==> src/rtl/status_frame_tx_if.sv <==
`default_nettype none
// ============================================================================
// Module      : status_frame_tx_if
// Description : Request/status bundle between a frame producer and the
//               status_frame_tx UART serialiser.
// Revision    : 1.0 - initial release
// ============================================================================
interface status_frame_tx_if #(
   parameter int PAYLOAD_BYTES = 14
);
   logic                         i_send;
   logic [8*PAYLOAD_BYTES-1:0]   i_payload;
   logic                         o_tx;
   logic                         o_tx_transmission;
   logic                         o_busy;
   logic                         o_done;

   // Producer side: issues requests and observes the link
   modport master (
      output i_send,
      output i_payload,
      input  o_tx,
      input  o_tx_transmission,
      input  o_busy,
      input  o_done
   );

   // Serialiser side
   modport slave (
      input  i_send,
      input  i_payload,
      output o_tx,
      output o_tx_transmission,
      output o_busy,
      output o_done
   );
endinterface
`default_nettype wire

==> src/rtl/status_frame_tx.sv <==
`default_nettype none
// ============================================================================
// Module      : status_frame_tx
// Description : Latches a status payload on a send pulse and transmits it as
//               8N1 LSB-first UART bytes followed by a CRC-16/CCITT-FALSE
//               trailer (low byte first), framed by an active-low
//               tx_transmission line with guard periods either side.
// Revision    : 1.0 - initial release
// ============================================================================
module status_frame_tx #(
   parameter int CLKS_PER_BIT  = 16,
   parameter int PAYLOAD_BYTES = 14,
   parameter int GUARD_BITS    = 1
) (
   input  wire logic          clk,
   input  wire logic          rst_n,
   status_frame_tx_if.slave   bus
);
   localparam int c_CW = $clog2(CLKS_PER_BIT);
   localparam int c_SW = $clog2(GUARD_BITS + 8);
   localparam int c_IW = $clog2(PAYLOAD_BYTES + 3);

   localparam logic [c_CW-1:0] c_BIT_LAST   = c_CW'(CLKS_PER_BIT - 1);
   localparam logic [c_SW-1:0] c_GUARD_LAST = c_SW'(GUARD_BITS - 1);
   localparam logic [c_SW-1:0] c_DATA_LAST  = c_SW'(7);
   localparam logic [c_IW-1:0] c_PAY_BYTES  = c_IW'(PAYLOAD_BYTES);
   localparam logic [c_IW-1:0] c_FRAME_LAST = c_IW'(PAYLOAD_BYTES + 1);
   localparam logic [15:0]     c_CRC_INIT   = 16'hFFFF;
   localparam logic [15:0]     c_CRC_POLY   = 16'h1021;

   typedef enum logic [2:0] {
      S_IDLE  = 3'd0,
      S_LEAD  = 3'd1,
      S_START = 3'd2,
      S_DATA  = 3'd3,
      S_STOP  = 3'd4,
      S_TRAIL = 3'd5
   } state_t;

   state_t                     r_state;
   logic [c_CW-1:0]            r_bit_cnt;
   logic [c_SW-1:0]            r_sub_cnt;   // guard-bit or data-bit index
   logic [c_IW-1:0]            r_byte_idx;
   logic [15:0]                r_crc;
   logic [8*PAYLOAD_BYTES-1:0] r_payload;
   logic                       r_tx;
   logic                       r_txn;
   logic                       r_busy;
   logic                       r_done;

   state_t                     w_state_nxt;
   logic [c_CW-1:0]            w_bit_cnt_nxt;
   logic [c_SW-1:0]            w_sub_cnt_nxt;
   logic [c_IW-1:0]            w_byte_idx_nxt;
   logic [15:0]                w_crc_nxt;
   logic                       w_tx_nxt;
   logic                       w_txn_nxt;
   logic                       w_busy_nxt;
   logic                       w_done_nxt;
   logic                       w_load;

   logic                       w_bit_end;
   logic [c_CW-1:0]            w_bit_cnt_inc;
   logic [7:0]                 w_cur_byte;
   logic                       w_crc_bit;
   logic                       w_crc_fb;
   logic [15:0]                w_crc_fold;

   assign w_bit_end     = (r_bit_cnt == c_BIT_LAST);
   assign w_bit_cnt_inc = w_bit_end ? '0 : r_bit_cnt + c_CW'(1);

   // Byte currently on the wire: payload, then CRC low, then CRC high
   always_comb begin
      w_cur_byte = r_crc[15:8];
      if (r_byte_idx < c_PAY_BYTES) begin
         w_cur_byte = r_payload[{r_byte_idx, 3'b000} +: 8];
      end else if (r_byte_idx == c_PAY_BYTES) begin
         w_cur_byte = r_crc[7:0];
      end
   end

   // One MSB-first CRC step using the bit selected by the start-bit cycle count
   always_comb begin
      w_crc_bit  = w_cur_byte[3'd7 - r_bit_cnt[2:0]];
      w_crc_fb   = r_crc[15] ^ w_crc_bit;
      w_crc_fold = {r_crc[14:0], 1'b0} ^ (w_crc_fb ? c_CRC_POLY : 16'h0000);
   end

   // Next-state and next-output logic; every output is registered from here
   always_comb begin
      w_state_nxt    = r_state;
      w_bit_cnt_nxt  = r_bit_cnt;
      w_sub_cnt_nxt  = r_sub_cnt;
      w_byte_idx_nxt = r_byte_idx;
      w_crc_nxt      = r_crc;
      w_tx_nxt       = r_tx;
      w_txn_nxt      = r_txn;
      w_busy_nxt     = r_busy;
      w_done_nxt     = 1'b0;
      w_load         = 1'b0;

      case (r_state)
         S_IDLE: begin
            w_tx_nxt   = 1'b1;
            w_txn_nxt  = 1'b1;
            w_busy_nxt = 1'b0;
            if (bus.i_send) begin
               w_load         = 1'b1;
               w_crc_nxt      = c_CRC_INIT;
               w_byte_idx_nxt = '0;
               w_bit_cnt_nxt  = '0;
               w_sub_cnt_nxt  = '0;
               w_txn_nxt      = 1'b0;
               w_busy_nxt     = 1'b1;
               w_state_nxt    = S_LEAD;
            end
         end

         S_LEAD: begin
            w_bit_cnt_nxt = w_bit_cnt_inc;
            if (w_bit_end) begin
               if (r_sub_cnt == c_GUARD_LAST) begin
                  w_sub_cnt_nxt = '0;
                  w_tx_nxt      = 1'b0;
                  w_state_nxt   = S_START;
               end else begin
                  w_sub_cnt_nxt = r_sub_cnt + c_SW'(1);
               end
            end
         end

         S_START: begin
            w_bit_cnt_nxt = w_bit_cnt_inc;
            // CRC trailer bytes are never folded, so the CRC is frozen from here on
            if ((r_bit_cnt < c_CW'(8)) && (r_byte_idx < c_PAY_BYTES)) begin
               w_crc_nxt = w_crc_fold;
            end
            if (w_bit_end) begin
               w_sub_cnt_nxt = '0;
               w_tx_nxt      = w_cur_byte[0];
               w_state_nxt   = S_DATA;
            end
         end

         S_DATA: begin
            w_bit_cnt_nxt = w_bit_cnt_inc;
            if (w_bit_end) begin
               if (r_sub_cnt == c_DATA_LAST) begin
                  w_sub_cnt_nxt = '0;
                  w_tx_nxt      = 1'b1;
                  w_state_nxt   = S_STOP;
               end else begin
                  w_sub_cnt_nxt = r_sub_cnt + c_SW'(1);
                  w_tx_nxt      = w_cur_byte[r_sub_cnt[2:0] + 3'd1];
               end
            end
         end

         S_STOP: begin
            w_bit_cnt_nxt = w_bit_cnt_inc;
            if (w_bit_end) begin
               w_byte_idx_nxt = r_byte_idx + c_IW'(1);
               if (r_byte_idx == c_FRAME_LAST) begin
                  w_sub_cnt_nxt = '0;
                  w_state_nxt   = S_TRAIL;
               end else begin
                  w_tx_nxt    = 1'b0;
                  w_state_nxt = S_START;
               end
            end
         end

         S_TRAIL: begin
            w_bit_cnt_nxt = w_bit_cnt_inc;
            if (w_bit_end) begin
               if (r_sub_cnt == c_GUARD_LAST) begin
                  w_sub_cnt_nxt = '0;
                  w_txn_nxt     = 1'b1;
                  w_busy_nxt    = 1'b0;
                  w_done_nxt    = 1'b1;
                  w_state_nxt   = S_IDLE;
               end else begin
                  w_sub_cnt_nxt = r_sub_cnt + c_SW'(1);
               end
            end
         end

         default: begin
            w_state_nxt = S_IDLE;
         end
      endcase
   end

   // State, counters, CRC and registered outputs; reset aborts any frame at once
   always_ff @(posedge clk or negedge rst_n) begin
      if (!rst_n) begin
         r_state    <= S_IDLE;
         r_bit_cnt  <= '0;
         r_sub_cnt  <= '0;
         r_byte_idx <= '0;
         r_crc      <= c_CRC_INIT;
         r_payload  <= '0;
         r_tx       <= 1'b1;
         r_txn      <= 1'b1;
         r_busy     <= 1'b0;
         r_done     <= 1'b0;
      end else begin
         r_state    <= w_state_nxt;
         r_bit_cnt  <= w_bit_cnt_nxt;
         r_sub_cnt  <= w_sub_cnt_nxt;
         r_byte_idx <= w_byte_idx_nxt;
         r_crc      <= w_crc_nxt;
         r_tx       <= w_tx_nxt;
         r_txn      <= w_txn_nxt;
         r_busy     <= w_busy_nxt;
         r_done     <= w_done_nxt;
         if (w_load) begin
            r_payload <= bus.i_payload;
         end
      end
   end

   assign bus.o_tx              = r_tx;
   assign bus.o_tx_transmission = r_txn;
   assign bus.o_busy            = r_busy;
   assign bus.o_done            = r_done;
endmodule
`default_nettype wire

==> src/flat_wrapper.sv <==
// flat-port wrapper written by rule: the top's interface ports become plain ports
module status_frame_tx_flat 
#(
   parameter int CLKS_PER_BIT  = 16,
   parameter int PAYLOAD_BYTES = 14,
   parameter int GUARD_BITS    = 1
)
  (clk, rst_n, bus_i_send, bus_i_payload, bus_o_tx, bus_o_tx_transmission, bus_o_busy, bus_o_done);
  status_frame_tx_if #(.PAYLOAD_BYTES(PAYLOAD_BYTES)) bus_i ();
  input  wire logic clk;
  input  wire logic rst_n;
  input wire logic [$bits(bus_i.i_send)-1:0] bus_i_send;
  input wire logic [$bits(bus_i.i_payload)-1:0] bus_i_payload;
  output wire logic [$bits(bus_i.o_tx)-1:0] bus_o_tx;
  output wire logic [$bits(bus_i.o_tx_transmission)-1:0] bus_o_tx_transmission;
  output wire logic [$bits(bus_i.o_busy)-1:0] bus_o_busy;
  output wire logic [$bits(bus_i.o_done)-1:0] bus_o_done;
  assign bus_i.i_send = bus_i_send;
  assign bus_i.i_payload = bus_i_payload;
  assign bus_o_tx = bus_i.o_tx;
  assign bus_o_tx_transmission = bus_i.o_tx_transmission;
  assign bus_o_busy = bus_i.o_busy;
  assign bus_o_done = bus_i.o_done;
  status_frame_tx #(.CLKS_PER_BIT(CLKS_PER_BIT), .PAYLOAD_BYTES(PAYLOAD_BYTES), .GUARD_BITS(GUARD_BITS)) u_core (.clk(clk), .rst_n(rst_n), .bus(bus_i));
endmodule
==> config.mk <==
export PLATFORM = sky130hd
export DESIGN_NAME = status_frame_tx_flat
export DESIGN_NICKNAME = d
export VERILOG_FILES = /design/src/rtl/status_frame_tx_if.sv /design/src/rtl/status_frame_tx.sv /design/src/flat_wrapper.sv
export SDC_FILE = /design/constraint.sdc
export NUM_CORES = 1
export LEC_CHECK = 0
export CORE_ASPECT_RATIO = 1.75
export CORE_UTILIZATION = 55
export DETAILED_ROUTE_END_ITERATION = 16
export PLACE_DENSITY = 0.93
export SETUP_SLACK_MARGIN = 0.4
export SKIP_CTS_REPAIR_TIMING = 1
export SYNTH_ARGS = -nofsm -noshare
export SYNTH_HDL_FRONTEND = slang
export SYNTH_SLANG_ARGS = --single-unit
==> constraint.sdc <==
create_clock -name clk -period 4.9 [get_ports clk]
set_input_delay 0.98 -clock clk [delete_from_list [all_inputs] [get_ports clk]]
set_output_delay 0.98 -clock clk [all_outputs]
set_load 0.02 [all_outputs]
# Yosys cells after proc, flatten, opt, wreduce, memory -nomap -nowiden
# Index checks and enable logic that the tools add are counted.
dict set report word_totals {
  ff_bits 148
  inputBits 115
  out_inout_bits 4
  word_cells 115
}
dict set report op_classes {
  addsub 5
  n_lt_le_gt_ge 4
  n_eq_ne 22
  shift 1
  n_mux 53
  bitwise 2
  n_reduce_logical 18
}
# op count
set op_table {}
lappend op_table {{$shiftx 112x9->8} 1}
lappend op_table {{$mux 4} 9}
lappend op_table {{$mux 16} 2}
lappend op_table {{$pmux 16 s2} 1}
lappend op_table {{$mux 3} 10}
lappend op_table {{$ne 2x1->1 const B} 11}
lappend op_table {{$pmux 4 s5} 1}
lappend op_table {{$pmux 3 s6} 1}
lappend op_table {{$mux 1} 17}
lappend op_table {{$mux 8} 2}
lappend op_table {{$xor 16x16->16} 1}
lappend op_table {{$reduce_and 7->1} 2}
lappend op_table {{$mux 13} 1}
lappend op_table {{$eq 5x4->1 const B} 2}
lappend op_table {{$mux 5} 2}
lappend op_table {{$pmux 5 s2} 1}
lappend op_table {{$reduce_bool 5->1} 2}
lappend op_table {{$reduce_and 3->1} 3}
lappend op_table {{$reduce_and 9->1} 1}
lappend op_table {{$add 4x1->4 const B} 2}
lappend op_table {{$lt 3x4->1 const B} 2}
lappend op_table {{$pmux 4 s2} 1}
lappend op_table {{$reduce_bool 2->1} 4}
lappend op_table {{$bmux 1 s3} 2}
lappend op_table {{20 further kinds} 24}

# Longest topological paths before layout
dict set report depth {
  word_depth 10
  mapped_depth 14
}

# Least setup slack after synthesis
# OpenSTA, ideal clock, no wires.
dict set report synth_path {
  path_type {register to register}
  start {register u_core.r_byte_idx[0]}
  end {register u_core.r_crc[0]}
  arrival_ns 2.638
  required_ns 4.807
  path_slack_ns 2.169
  stages_incl_launch_ff 15
  path_buffers 4
  synth_period_minus_slack_ns 2.731
  path_cell_list {dfrtp_1 > buf_6 > buf_6 > buf_4 > inv_1 > ha_1 > nand4b_1 > buf_2 > mux2_2 > a21oi_1 > a22o_1 > a2111oi_2 > nor4_4 > xor2_1 > a21oi_1}
}
dict set report synth_between {
  elab_chain_len 10
  elab_cells_between_ends 15
}
# element line_no
set synth_rtl {}
lappend synth_rtl {{from (decl)} status_frame_tx.sv:43} ;# logic [c_IW-1:0] r_byte_idx;
lappend synth_rtl {{from (signal assigned)} status_frame_tx.sv:211} ;# r_byte_idx <= w_byte_idx_nxt;
lappend synth_rtl {{branches (longest 10 deep; another with $shiftx 112x9->8)} n/a}
lappend synth_rtl {{to (signal assigned)} status_frame_tx.sv:201} ;# r_crc <= c_CRC_INIT;
lappend synth_rtl {{to (signal assigned)} status_frame_tx.sv:212} ;# r_crc <= w_crc_nxt;
lappend synth_rtl {{to (decl)} status_frame_tx.sv:44} ;# logic [15:0] r_crc;
# Several ways; the timed one is not identified. The select of a mux whose other input is x is not followed.
# A chain may end at the register's enable or synchronous reset.

# Worst setup path after layout
dict set report layout_path {
  start {register u_core.r_byte_idx[0]}
  end {register u_core.r_crc[12]}
}
# The elaborated chain is that of the path after synthesis.

==> flow_summary.toml <==
[clock_tree]
clock-sinks = 148
clk_pin_slew_ns = 0.06
clock_latency_ns = 0.42
numCtsBuffers = 17
clockBufferDepth = 2
cts_max_level = 4
cts_root_buf = "clkbuf_16"
tritoncts = "built"

[sta]
timing.final.max_slew_violations = 0
min_period_ns = 3.38
clock_skew_ns = 0.00918
tns_ns = 0
final_hold_viol_count = 0
setup_violations = 0
worst_slack_ns = 1.52
slew_headroom_pct = 21.3
clock.fmax_mhz = 295
worst_pin_slew_ns = 1.18
rsz0062_at_grt = "false"
fin_crit_sh_pct = 69.1

[logic_synthesis]
synth-seq-cells = 148
yosysWarnings = 0
synth_largest_area_cell = "dfrtp_1"
synth_top_cell_area_share_pct = 43.4
synthDistinctLibCells = 60
synth-async-reset-ratio_pct = 100
syn-num-nets = 965
ys_seq_area_share_pct = 49.7
ys_top_cells_by_area = "dfrtp_1 (43%), nand2_1 (19%), dfstp_2 (6.3%)"
synth_ff_type = "dfrtp_1"
syn_area_sq_um = 7490
synth_edf_count = 0
yosysMostFrequentCell = "nand2_1"
syn_inst = 844
synth_commonest_cells = "nand2_1 (385), dfrtp_1 (130), clkbuf_1 (40), o21ai_0 (33), mux2i_1 (29)"
synth_area_per_cell_sq_um = 8.88

[grt]
grt_pass1_wl_microns = 33000
grt_usage_pct = 30.5
grt_pass1_vias = 6707
antenna_found_initial = 0
grt_overflow = 0
grt_max_degree = 132

[placed_design]
gp_congestion = 0.961
dp.cells = 1086
port_buffers = 118
dp_hpwl_microns = 13400
place_ws_ns = 1.62

[drt]
wl_microns = 20600
drcViolationCount = 0
vias = 6611
postRouteAntennaNets = 0
vias_per_cell = 5.91
first_pass_iters = 6
drtIter0Drc = 687
wl_per_cell_microns = 18.4

[min_path]
holdPathStages = 2
hold_path_class = "reg2reg"

[power_and_ir_drop]
vdd_drop_max_uv = 335
p_leak_nw = 4.42
power_density_nw_per_um2 = 664

[job]
drv_cap = 0

[setup_path]
reg2reg_slack_ns = 1.52
r2r_start = "u_core.r_byte_idx[0]"
startpoint = "u_core.r_byte_idx[0]"
path_buf_inv = 1
critPathMaxStageDelay_ns = 1.02
end_kind = "flop"
critPathLaunchType = "flop"
critPathRequiredTime_ns = 5.24
slowest_stage = "dfrtp_2"
crit_type = "reg2reg"
worst_ep_arrival_time_ns = 3.73
endpoint = "u_core.r_crc[12]"
r2r_end = "u_core.r_crc[12]"
crit_family = "flip-flops"
ff2ff_path_depth = 10
cp.depth = 10
critPathMaxFanout = 37
path_cells = "inv_1 -> ha_1 -> nand4b_1 -> mux2i_1 -> nor2_1 -> a31oi_1 -> a2111oi_1 -> nor4_4 -> xnor2_1 -> a21oi_1"

[cells_and_area]
fillers = 890
multi_input_area_sq_um = 3490
layout-drive-gt1-share_pct = 9.43
layout.nets = 1052
diodes = 0
area_growth_pct = 24.9
seq_area_sq_um = 3730
final_cells = 1118

[die]
row_count = 56
core_sq_um = 13400
die_x_microns = 90.2
initial_core_util_pct = 56.0
die_y_microns = 156
pin_count = 119
die_area_sq_um = 14100

[status]
status = "complete, no violations"
## layout make-up
| cell class | instances | area share, % |
|---|---|---|
| Timing Repair Buffer | 124 | 13.2 |
| Sequential cell | 148 | 39.8 |
| Multi-Input combinational cell | 628 | 37.3 |
| Clock inverter | 13 | 2.10 |
| Inverter | 12 | 0.481 |
| Clock buffer | 19 | 4.73 |
| Tap cell | 174 | 2.33 |
## state kept, by name (all words and copies together) (netlist names)
signal,cells
u_core.bus.o_tx_transmission,1
u_core.r_sub_cnt,4
u_core.bus.o_tx,1
u_core.r_state,3
u_core.bus.o_busy,1
u_core.r_byte_idx,5
u_core.bus.o_done,1
u_core.r_payload,112
u_core.r_crc,16
u_core.r_bit_cnt,4
## layout by cell type, fill, tap and decap left out, types with 12 or more instances in the layout
| cell | n |
|---|---|
| nand2_1 | 385 |
| dfrtp_1 | 129 |
| clkdlybuf4s50_1 | 117 |
| o21ai_0 | 33 |
| mux2i_1 | 29 |
| nor2_1 | 20 |
| a21oi_1 | 18 |
| dfstp_2 | 18 |
| clkbuf_16 | 17 |
| mux4_2 | 13 |
| inv_1 | 12 |
| nor3_1 | 12 |
## routing by layer
metal	wire length (microns)	vias to the layer above	global-route usage (%)	share of wire [%]
met5	0	-	0	0
met4	1720	0	24.7	8.4
met3	992	120	5.83	4.8
met2	10900	317	53.7	53
met1	6960	3180	31.4	34
li1	-	2994	-	-
## stage by stage
stage	power (W)	hold slack [ns]	utilization [%]	area, sq um
finish	0.00622	0.472	69.9	9360
global placement	0.00456	0.453	65.2	8720
floorplan	0.00396	0.437	-	7490
global route	0.00656	0.486	69.9	9360
CTS	0.00616	0.472	69.9	9360
detailed placement	0.00469	0.458	65.2	8720
## logic make-up after synthesis
| logic type | share of synthesized area [%] |
|---|---|
| XOR/XNOR | 0.818 |
| AO/OA/AOI/OAI | 8.40 |
| adder cells (fa/ha/maj) | 1.00 |
| flip-flops | 49.7 |
| AND/OR/NAND/NOR | 25.0 |
| multiplexers | 11.2 |
| buffers and inverters | 3.86 |
## power by group
group	switching (W)	internal (W)	total (W)
sequential	0.000565	0.00184	0.00240
combinational	0.00133	0.00108	0.00241
clock	0.000532	0.000876	0.00141
## worst min-delay path by stage
stage	start	to	slack [ns]
detailed placement	u_core.r_payload[12]	u_core.r_payload[12]	0.46
floorplan	u_core.r_payload[12]	u_core.r_payload[12]	0.44
global placement	u_core.r_payload[28]	u_core.r_payload[28]	0.45
finish	u_core.r_payload[12]	u_core.r_payload[12]	0.47
CTS	u_core.r_crc[1]	u_core.r_crc[2]	0.47
global route	u_core.r_crc[5]	u_core.r_crc[6]	0.49
## worst reg2reg max path, stage by stage, from the launching register on
cell       delay, ns
dfrtp_2         1.02
inv_1           0.14
ha_1            0.24
nand4b_1        0.41
mux2i_1         0.19
nor2_1          0.11
a31oi_1         0.05
a2111oi_1       0.69
nor4_4          0.12
xnor2_1         0.16
a21oi_1         0.18
(Power assumes the default switching activity.)
